### src/rtl/multiword_add_ctrl_pkg.sv
// Shared definitions for multiword_add_ctrl: FSM state encodings and the
// counter-width helper.
package multiword_add_ctrl_pkg;

  typedef enum logic [1:0] {
    IDLE = 2'd0,
    RUN  = 2'd1,
    DONE = 2'd2
  } state_t;

  // Returns ceil(log2(value)) but never less than 1, so a single-word
  // configuration still gets a one-bit counter.
  function automatic int clog2Min1(input int value);
    int width;
    width = 1;
    while ((1 << width) < value) width++;
    return width;
  endfunction

endpackage

### src/rtl/ripple_carry_adder.sv
// WIDTH-bit ripple-carry adder shared by the multiword sequencer; one word
// of the wide operation passes through it per cycle.
module ripple_carry_adder #(
  parameter int WIDTH = 8
) (
  input  logic [WIDTH-1:0] i_a,
  input  logic [WIDTH-1:0] i_b,
  input  logic             i_carry,
  output logic [WIDTH-1:0] o_sum,
  output logic             o_carry
);

  logic w_ripple;

  // A single running carry variable avoids a self-referencing carry vector.
  always_comb begin
    w_ripple = i_carry;
    o_sum    = '0;
    for (int i = 0; i < WIDTH; i++) begin
      o_sum[i] = i_a[i] ^ i_b[i] ^ w_ripple;
      w_ripple = (i_a[i] & i_b[i]) | (w_ripple & (i_a[i] ^ i_b[i]));
    end
    o_carry = w_ripple;
  end

endmodule

### src/rtl/multiword_add_ctrl.sv
// Wide add/subtract sequencer that time-multiplexes one WIDTH-bit adder,
// least-significant word first. Define ADDER_CTRL_SUB_EN to enable subtraction.
import multiword_add_ctrl_pkg::*;

module multiword_add_ctrl #(
  parameter int WIDTH = 8,
  parameter int WORDS = 4
) (
  input  logic                   clk,
  input  logic                   rst,
  input  logic                   in_valid,
  output logic                   in_ready,
  input  logic [WIDTH*WORDS-1:0] a,
  input  logic [WIDTH*WORDS-1:0] b,
  input  logic                   carry_in,
  input  logic                   sub,
  output logic                   out_valid,
  input  logic                   out_ready,
  output logic [WIDTH*WORDS-1:0] sum,
  output logic                   carry_out,
  output logic                   busy
);

  localparam int N  = WIDTH * WORDS;
  localparam int CW = clog2Min1(WORDS);
  localparam logic [CW-1:0] LAST_WORD = CW'(WORDS - 1);

  state_t           r_state;
  state_t           w_nextState;
  logic [N-1:0]     r_opA;
  logic [N-1:0]     r_opB;
  logic [N-1:0]     r_result;
  logic             r_carry;
  logic [CW-1:0]    r_count;
  logic [WIDTH-1:0] w_wordA;
  logic [WIDTH-1:0] w_wordB;
  logic [WIDTH-1:0] w_sumWord;
  logic             w_carryOut;
  logic             w_lastWord;

  assign w_lastWord = (r_count == LAST_WORD);
  assign w_wordA    = r_opA[int'(r_count)*WIDTH +: WIDTH];

`ifdef ADDER_CTRL_SUB_EN
  logic r_sub;
  assign w_wordB = r_opB[int'(r_count)*WIDTH +: WIDTH] ^ {WIDTH{r_sub}};
`else
  logic w_unusedSub;
  assign w_unusedSub = sub;
  assign w_wordB     = r_opB[int'(r_count)*WIDTH +: WIDTH];
`endif

  ripple_carry_adder #(.WIDTH(WIDTH)) u_adder (
    .i_a     (w_wordA),
    .i_b     (w_wordB),
    .i_carry (r_carry),
    .o_sum   (w_sumWord),
    .o_carry (w_carryOut)
  );

  always_ff @(posedge clk or posedge rst) begin
    if (rst) r_state <= IDLE;
    else     r_state <= w_nextState;
  end

  always_comb begin
    w_nextState = r_state;
    case (r_state)
      IDLE:    if (in_valid)   w_nextState = RUN;
      RUN:     if (w_lastWord) w_nextState = DONE;
      DONE:    if (out_ready)  w_nextState = IDLE;
      default: w_nextState = IDLE;
    endcase
  end

  // Operands are captured on accept; each RUN cycle retires one result word
  // and forwards its carry to the next word through r_carry.
  always_ff @(posedge clk or posedge rst) begin
    if (rst) begin
      r_opA    <= '0;
      r_opB    <= '0;
      r_result <= '0;
      r_carry  <= 1'b0;
      r_count  <= '0;
`ifdef ADDER_CTRL_SUB_EN
      r_sub    <= 1'b0;
`endif
    end else begin
      case (r_state)
        IDLE: begin
          if (in_valid) begin
            r_opA   <= a;
            r_opB   <= b;
            r_count <= '0;
`ifdef ADDER_CTRL_SUB_EN
            r_sub   <= sub;
            r_carry <= carry_in | sub;
`else
            r_carry <= carry_in;
`endif
          end
        end
        RUN: begin
          r_result[int'(r_count)*WIDTH +: WIDTH] <= w_sumWord;
          r_carry <= w_carryOut;
          if (!w_lastWord) r_count <= r_count + 1'b1;
        end
        default: ;
      endcase
    end
  end

  assign in_ready  = (r_state == IDLE);
  assign out_valid = (r_state == DONE);
  assign busy      = (r_state == RUN) || (r_state == DONE);
  assign sum       = r_result;
  assign carry_out = r_carry;

endmodule

### config.mk
export PLATFORM = sky130hd
export DESIGN_NAME = multiword_add_ctrl
export DESIGN_NICKNAME = d
export VERILOG_FILES = /design/src/rtl/multiword_add_ctrl_pkg.sv /design/src/rtl/ripple_carry_adder.sv /design/src/rtl/multiword_add_ctrl.sv
export SDC_FILE = /design/constraint.sdc
export NUM_CORES = 1
export LEC_CHECK = 0
export ABC_AREA = 1
export CAP_MARGIN = 20
export CORE_MARGIN = 5
export CORE_UTILIZATION = 48
export CTS_BUF_LIST = sky130_fd_sc_hd__clkbuf_8
export DETAILED_ROUTE_END_ITERATION = 8
export GPL_TIMING_DRIVEN = 0
export PLACE_DENSITY_LB_ADDON = 0.3
export SLEW_MARGIN = 20
export SYNTH_ARGS = -nofsm -noshare
export SYNTH_HDL_FRONTEND = slang
export SYNTH_SLANG_ARGS = --single-unit
### constraint.sdc
create_clock -name clk -period 4.4 [get_ports clk]
set_input_delay 1.32 -clock clk [delete_from_list [all_inputs] [get_ports clk]]
set_output_delay 1.32 -clock clk [all_outputs]
set_load 0.1 [all_outputs]
==> results of run 1 <==
-- logic make-up (layout without fill, tap and decap cells) --
family / count (synthesis) / in the layout / share of synthesized area, %
compound gates: 32 / 32 / 3.65
fa+ha+maj: 17 / 17 / 5.52
buf+inv: 61 / 187 / 6.41
flops: 101 / 101 / 51.2
simple gates: 394 / 394 / 33.2
-- cell usage after synthesis, drive strengths merged --
cell type,n
dfrtp,101
ha,9
inv,26
clkbuf,2
nor3,1
fa,8
o21ai,16
buf,33
nand2,274
nand3,91
a21oi,8
o211ai,8
nor2,24
nand4,4
-- flip-flops by register name (all words and copies together), names as in the netlist --
register	count
sum	32
r_state	2
r_count	2
r_opB	32
carry_out	1
r_opA	32
-- worst max-delay path by stage --
stage	slack (ns)	cells after the start	from	endpoint
after CTS	0.01	19	r_count[0]	sum[15]
final	0.15	18	r_count[0]	sum[15]
after global routing	-0.008	19	r_count[0]	sum[31]
after detailed placement	-0.39	19	r_count[0]	sum[15]
after global placement	-0.88	2	rst	r_opB[3]
after floorplan	0.006	14	carry_out	sum[15]
-- final cells by class --
class | instances | share of cell area [%]
multi-input combinational | 443 | 32.6
clock buffer | 12 | 2.54
inverter | 26 | 1.69
timing repair buffer | 111 | 17.1
clock inverter | 4 | 0.847
sequential | 101 | 38.9
tap | 136 | 2.62
buffer | 34 | 3.75
-- per-stage QoR --
step	TNS [ns]	hold WS (ns)
final	0	0.483
after global routing	-0.0139	0.494
after CTS	0	0.482
after detailed placement	-1.80	0.458
after global placement	-89.13	0.454
after floorplan	0	0.442
-- where the power goes --
group	internal (mW)	switching [mW]
clock network	0.312	0.317
logic	1.17	2.45
registers	1.35	0.235
total	2.83	3.00
-- worst max-delay path: stages, from the launching register on --
cell and delay (ns):
dfrtp_1 0.38, buf_6 0.17, buf_4 0.19, nand2_1 0.06
nand3_1 0.10, nand2_1 0.11, fa_2 0.36, fa_2 0.35
fa_2 0.35, fa_2 0.35, fa_2 0.34, fa_2 0.34
inv_2 0.07, fa_2 0.19, fa_2 0.46, inv_1 0.07
nor2_1 0.05, nand2_1 0.12, o21ai_1 0.08
-- what timing repair did --
| item | CTS | global route |
|---|---|---|
| setup endpoints to repair | 8 | 4 |
| pin swaps | 1 | 1 |
| resized for setup | 18 | 5 |
| setup buffers | 4 | 3 |
-- routing by layer --
metal | global-route usage (%) | share of wire (%) | vias up | wire length (um)
li1 | - | - | 2153 | -
met1 | 26.8 | 41 | 2150 | 5250
met2 | 37.5 | 51 | 164 | 6580
met3 | 3.70 | 6.6 | 12 | 842
met4 | 6.08 | 1.4 | 0 | 176
met5 | 0 | 0 | - | 0
==> results.yml, run 1 <==
place:
  numPlacedInstances: 845
  place_ws_ns: -0.393
  placedInstanceArea_um2: 6170
  dpl.hpwl_um: 9890
  place_congestion: 0.908
  portBuffers: 103
timing:
  slew_violations: 0
  fin_crit_sh_pct: 96.6
  setup_viol: 0
  fin_ws_ns: 0.150
  max_freq_mhz: 235
  relSlewSlack_pct: 33.7
  hold_viol: 0
  fin_crit_ns: 4.25
  worst_pin_slew_ns: 0.991
  finClkSkew_ns: 0.00990
cts:
  htree_num_levels: 3
  clkSinkCount: 101
  cts.clk_slew.worst_paths_ns: 0.09
  hold_buffers: 0
  numCtsBuffers: 9
  root_buffer: "clkbuf_8"
  cts_tree: "done"
  clk_path_buf_depth: 2
  worst_skew_pair.late_latency_ns: 0.36
critical_path:
  arrival_ns: 4.49
  reg2reg_slack_ns: 0.15
  r2r_cells: 18
  critPathMaxFanout: 10
  r2r-start: "r_count[0]"
  r2r_end: "sum[15]"
  cp-start-kind: "flop"
  worstPathRequired_ns: 4.65
  cp-end-kind: "flop"
  path_class: "reg -> reg"
cells_and_area:
  final_cell_mix: "nand2_1 (270), clkdlybuf4s50_1 (103), dfrtp_1 (101)"
  layout-drive-gt1-share_pct: 11.1
  fillers: 880
  layout.area.seq_um2: 2530
  fin_cells: 867
  area_delta_synth_final_pct: 31.6
  nets: 813
  final_cell_area_um2: 6500
  diodes: 0
  final_core_utilization_pct: 63.8
  multi_input_area_um2: 2120
  mostFrequentLayoutCell: "nand2_1"
detailed_routing:
  vias: 4479
  drt_iter0_markers: 301
  routed_via_density: 5.17
  ant_nets: 0
  first_pass_iters: 7
  finalWirelength_um: 12900
  wl_per_cell_um: 14.8
  drc_errors: 0
pwr:
  p_total_mw: 5.83
  powerDensity_nw_per_um2: 896
  ir_drop_v: 0.000406
  p_leak_nw: 3.22
floorplan:
  die_h_um: 111
  die-area_um2: 12400
  chipWidth_um: 111
  fp-row-count: 37
  start_util_pct: 48.5
  core-area_um2: 10200
  io_pins: 106
grt:
  grt_usage_pct: 21.2
  grt_start_max_net_pins: 58
  grt_pass1_wl_um: 21600
  grt_pass1_vias: 4479
  overflow: 0
  antenna_found_initial: 0
min_path:
  hold_depth: 2
  min_from: "r_opB[16]"
  min_to: "r_opB[16]"
  hold_class: "reg -> reg"
logic_synthesis:
  synthesis.nets: 692
  synth_warnings: 0
  netlist.area_leader.share_pct: 51.2
  synth_seq_cells: 101
  synth_top_cell_by_area: "dfrtp_1"
  synth_area_leaders: "dfrtp_1 (51%), nand2_1 (21%), nand3_1 (9.0%)"
  yosysSeqAreaShare_pct: 51.2
  netlist_area_um2: 4940
  netlist_instances: 605
  syn_area_per_cell_um2: 8.16
  synth.distinct_cells: 22
outcome:
  status: "finished, final reports clean"
run:
  timing.max_cap.violations: 0
No activity file was read; power rests on OpenSTA's default activity.
==> inputs of run 2 (changes only) <==
==> constraint.sdc (replaced) <==
create_clock -name clk -period 3.9 [get_ports clk]
set_input_delay 1.17 -clock clk [delete_from_list [all_inputs] [get_ports clk]]
set_output_delay 1.17 -clock clk [all_outputs]
set_load 0.1 [all_outputs]
==> run 2 against run 1 <==
The run now ends with setup timing left; setup slack worse by 0.35 ns; sequential cell count is the same; wire length is 4.6% higher; register-to-register slack worse by 0.35 ns; largest cell class unchanged; core utilization up 1.5 points; sequential share of layout area decreased by 0.89 points; clock skew is 0.0039 ns higher; critical path depth grew 1.
==> results.yml, run 2 (synthesized netlist as in run 1, its figures left out) <==
outcome:
  status: "finished with violations"
  violations: "setup timing"
detailed_routing:
  routed_via_density: 5.20
  vias: 4532
  drt_iter0_markers: 314
  finalWirelength_um: 13400
  drc_errors: 0
  wl_per_cell_um: 15.4
  ant_nets: 0
  first_pass_iters: 5
cells_and_area:
  fin_cells: 872
  area_delta_synth_final_pct: 34.8
  final_cell_mix: "nand2_1 (264), clkdlybuf4s50_1 (103), dfrtp_1 (100)"
  diodes: 0
  mostFrequentLayoutCell: "nand2_1"
  layout-drive-gt1-share_pct: 13.5
  nets: 818
  final_cell_area_um2: 6650
timing:
  rsz0062_at_grt: "yes"
  hold_viol: 0
  finClkSkew_ns: 0.0138
  fin_crit_ns: 4.10
  worst_pin_slew_ns: 1.00
  setup_viol: 7
  max_freq_mhz: 244
  fin_crit_sh_pct: 105
  tns_ns: -0.730
  relSlewSlack_pct: 33.1
  slew_violations: 0
  fin_ws_ns: -0.202
min_path:
  hold_class: "reg -> reg"
critical_path:
  cp-startpoint: "r_count[0]"
  cp-start-kind: "flop"
  r2r-start: "r_count[0]"
  worstPathRequired_ns: 4.17
  path_class: "reg -> reg"
  r2r_end: "sum[15]"
  arrival_ns: 4.37
  crit_path_end: "sum[15]"
  cp-end-kind: "flop"
  r2r_cells: 19
  critPathMaxFanout: 4
  reg2reg_slack_ns: -0.20
place:
  place_congestion: 0.864
  placedInstanceArea_um2: 6240
  portBuffers: 103
  numPlacedInstances: 847
  dpl.hpwl_um: 9960
grt:
  grt_start_max_net_pins: 34
  grt_pass1_wl_um: 22100
  grt_pass1_vias: 4620
  antenna_found_initial: 0
  grt_usage_pct: 22.0
  overflow: 0
cts:
  cts_tree: "done"
  clk_path_buf_depth: 2
  numCtsBuffers: 9
  hold_buffers: 0
  clkSinkCount: 101
  htree_num_levels: 3
  worst_skew_pair.late_latency_ns: 0.38
  cts.clk_slew.worst_paths_ns: 0.09
  root_buffer: "clkbuf_8"
floorplan:
  core-area_um2: 10200
  start_util_pct: 48.5
  die-area_um2: 12400
  die_h_um: 111
  chipWidth_um: 111
  fp-row-count: 37
  io_pins: 106
run:
  timing.max_cap.violations: 0
[run 2: cell types whose count changed in the layout (fill, tap and decap cells not counted), moves of 2 or more]
cell,previous run,this run
nand2_1,270,264
nand3_1,89,85
buf_12,0,3
nand2_2,3,6
nand2_4,1,4
nand3_2,2,5
buf_2,12,10
buf_6,3,5
buf_8,2,4
clkbuf_8,12,10
clkinv_4,2,0
[run 2: worst min path at each step]
stage	endpoint	from	cells after the start	slack, ns
global placement	r_opA[20]	r_opA[20]	2	0.45
floorplan	r_opA[10]	r_opA[10]	2	0.44
detailed placement	r_opA[21]	r_opA[21]	2	0.46
finish	r_opA[19]	r_opA[19]	2	0.48
CTS	r_opA[19]	r_opA[19]	2	0.48
global route	r_opA[28]	r_opA[28]	2	0.50
[run 2: layout make-up]
cell class | count | area, um2
buffer | 34 | 268
tap | 136 | 170
multi-input combinational | 443 | 2180
clock inverter | 6 | 85.1
timing repair buffer | 116 | 1170
clock buffer | 10 | 138
fill | 853 | 3530
sequential | 101 | 2530
inverter | 26 | 114
[run 2: metrics by stage]
step | utilization (%) | hold WS [ns] | setup WS [ns]
after floorplan | - | 0.442 | -0.0528
after global placement | 60.7 | 0.454 | -0.396
after detailed placement | 61.3 | 0.458 | -0.439
after CTS | 64.9 | 0.481 | -0.166
after global routing | 65.3 | 0.503 | -0.288
final | 65.3 | 0.482 | -0.202
[run 2: critical path, stage by stage (launching register included)]
cell	delay, ns
dfrtp_1	0.39
buf_6	0.15
inv_8	0.06
buf_8	0.11
nand2_4	0.05
nand3_4	0.07
nand2_4	0.06
fa_2	0.36
fa_2	0.35
fa_2	0.34
fa_2	0.35
fa_2	0.36
fa_2	0.35
inv_2	0.06
fa_2	0.19
fa_2	0.47
inv_2	0.10
nor2_4	0.04
nand2_2	0.06
o21ai_1	0.06
[run 2: what timing repair did]
item                       CTS  global route
pin swaps                    4             3
setup buffers               10             0
setup endpoints to repair    9             9
resized for setup           24            11
[run 2: routing by layer]
layer  track usage, %  routed length [um]  share of wire (%)  vias to the layer above
met1             27.4                5470                 41                     2143
li1                 -                   -                  -                     2178
met5                0                   0                  0                        -
met3             4.67                 930                6.9                       31
met2             37.1                6650                 49                      180
met4             9.73                 397                3.0                        0
Power of run 2 is not shown: default switching activity piles up to over one toggle a cycle in this logic, so the estimate is an artifact.
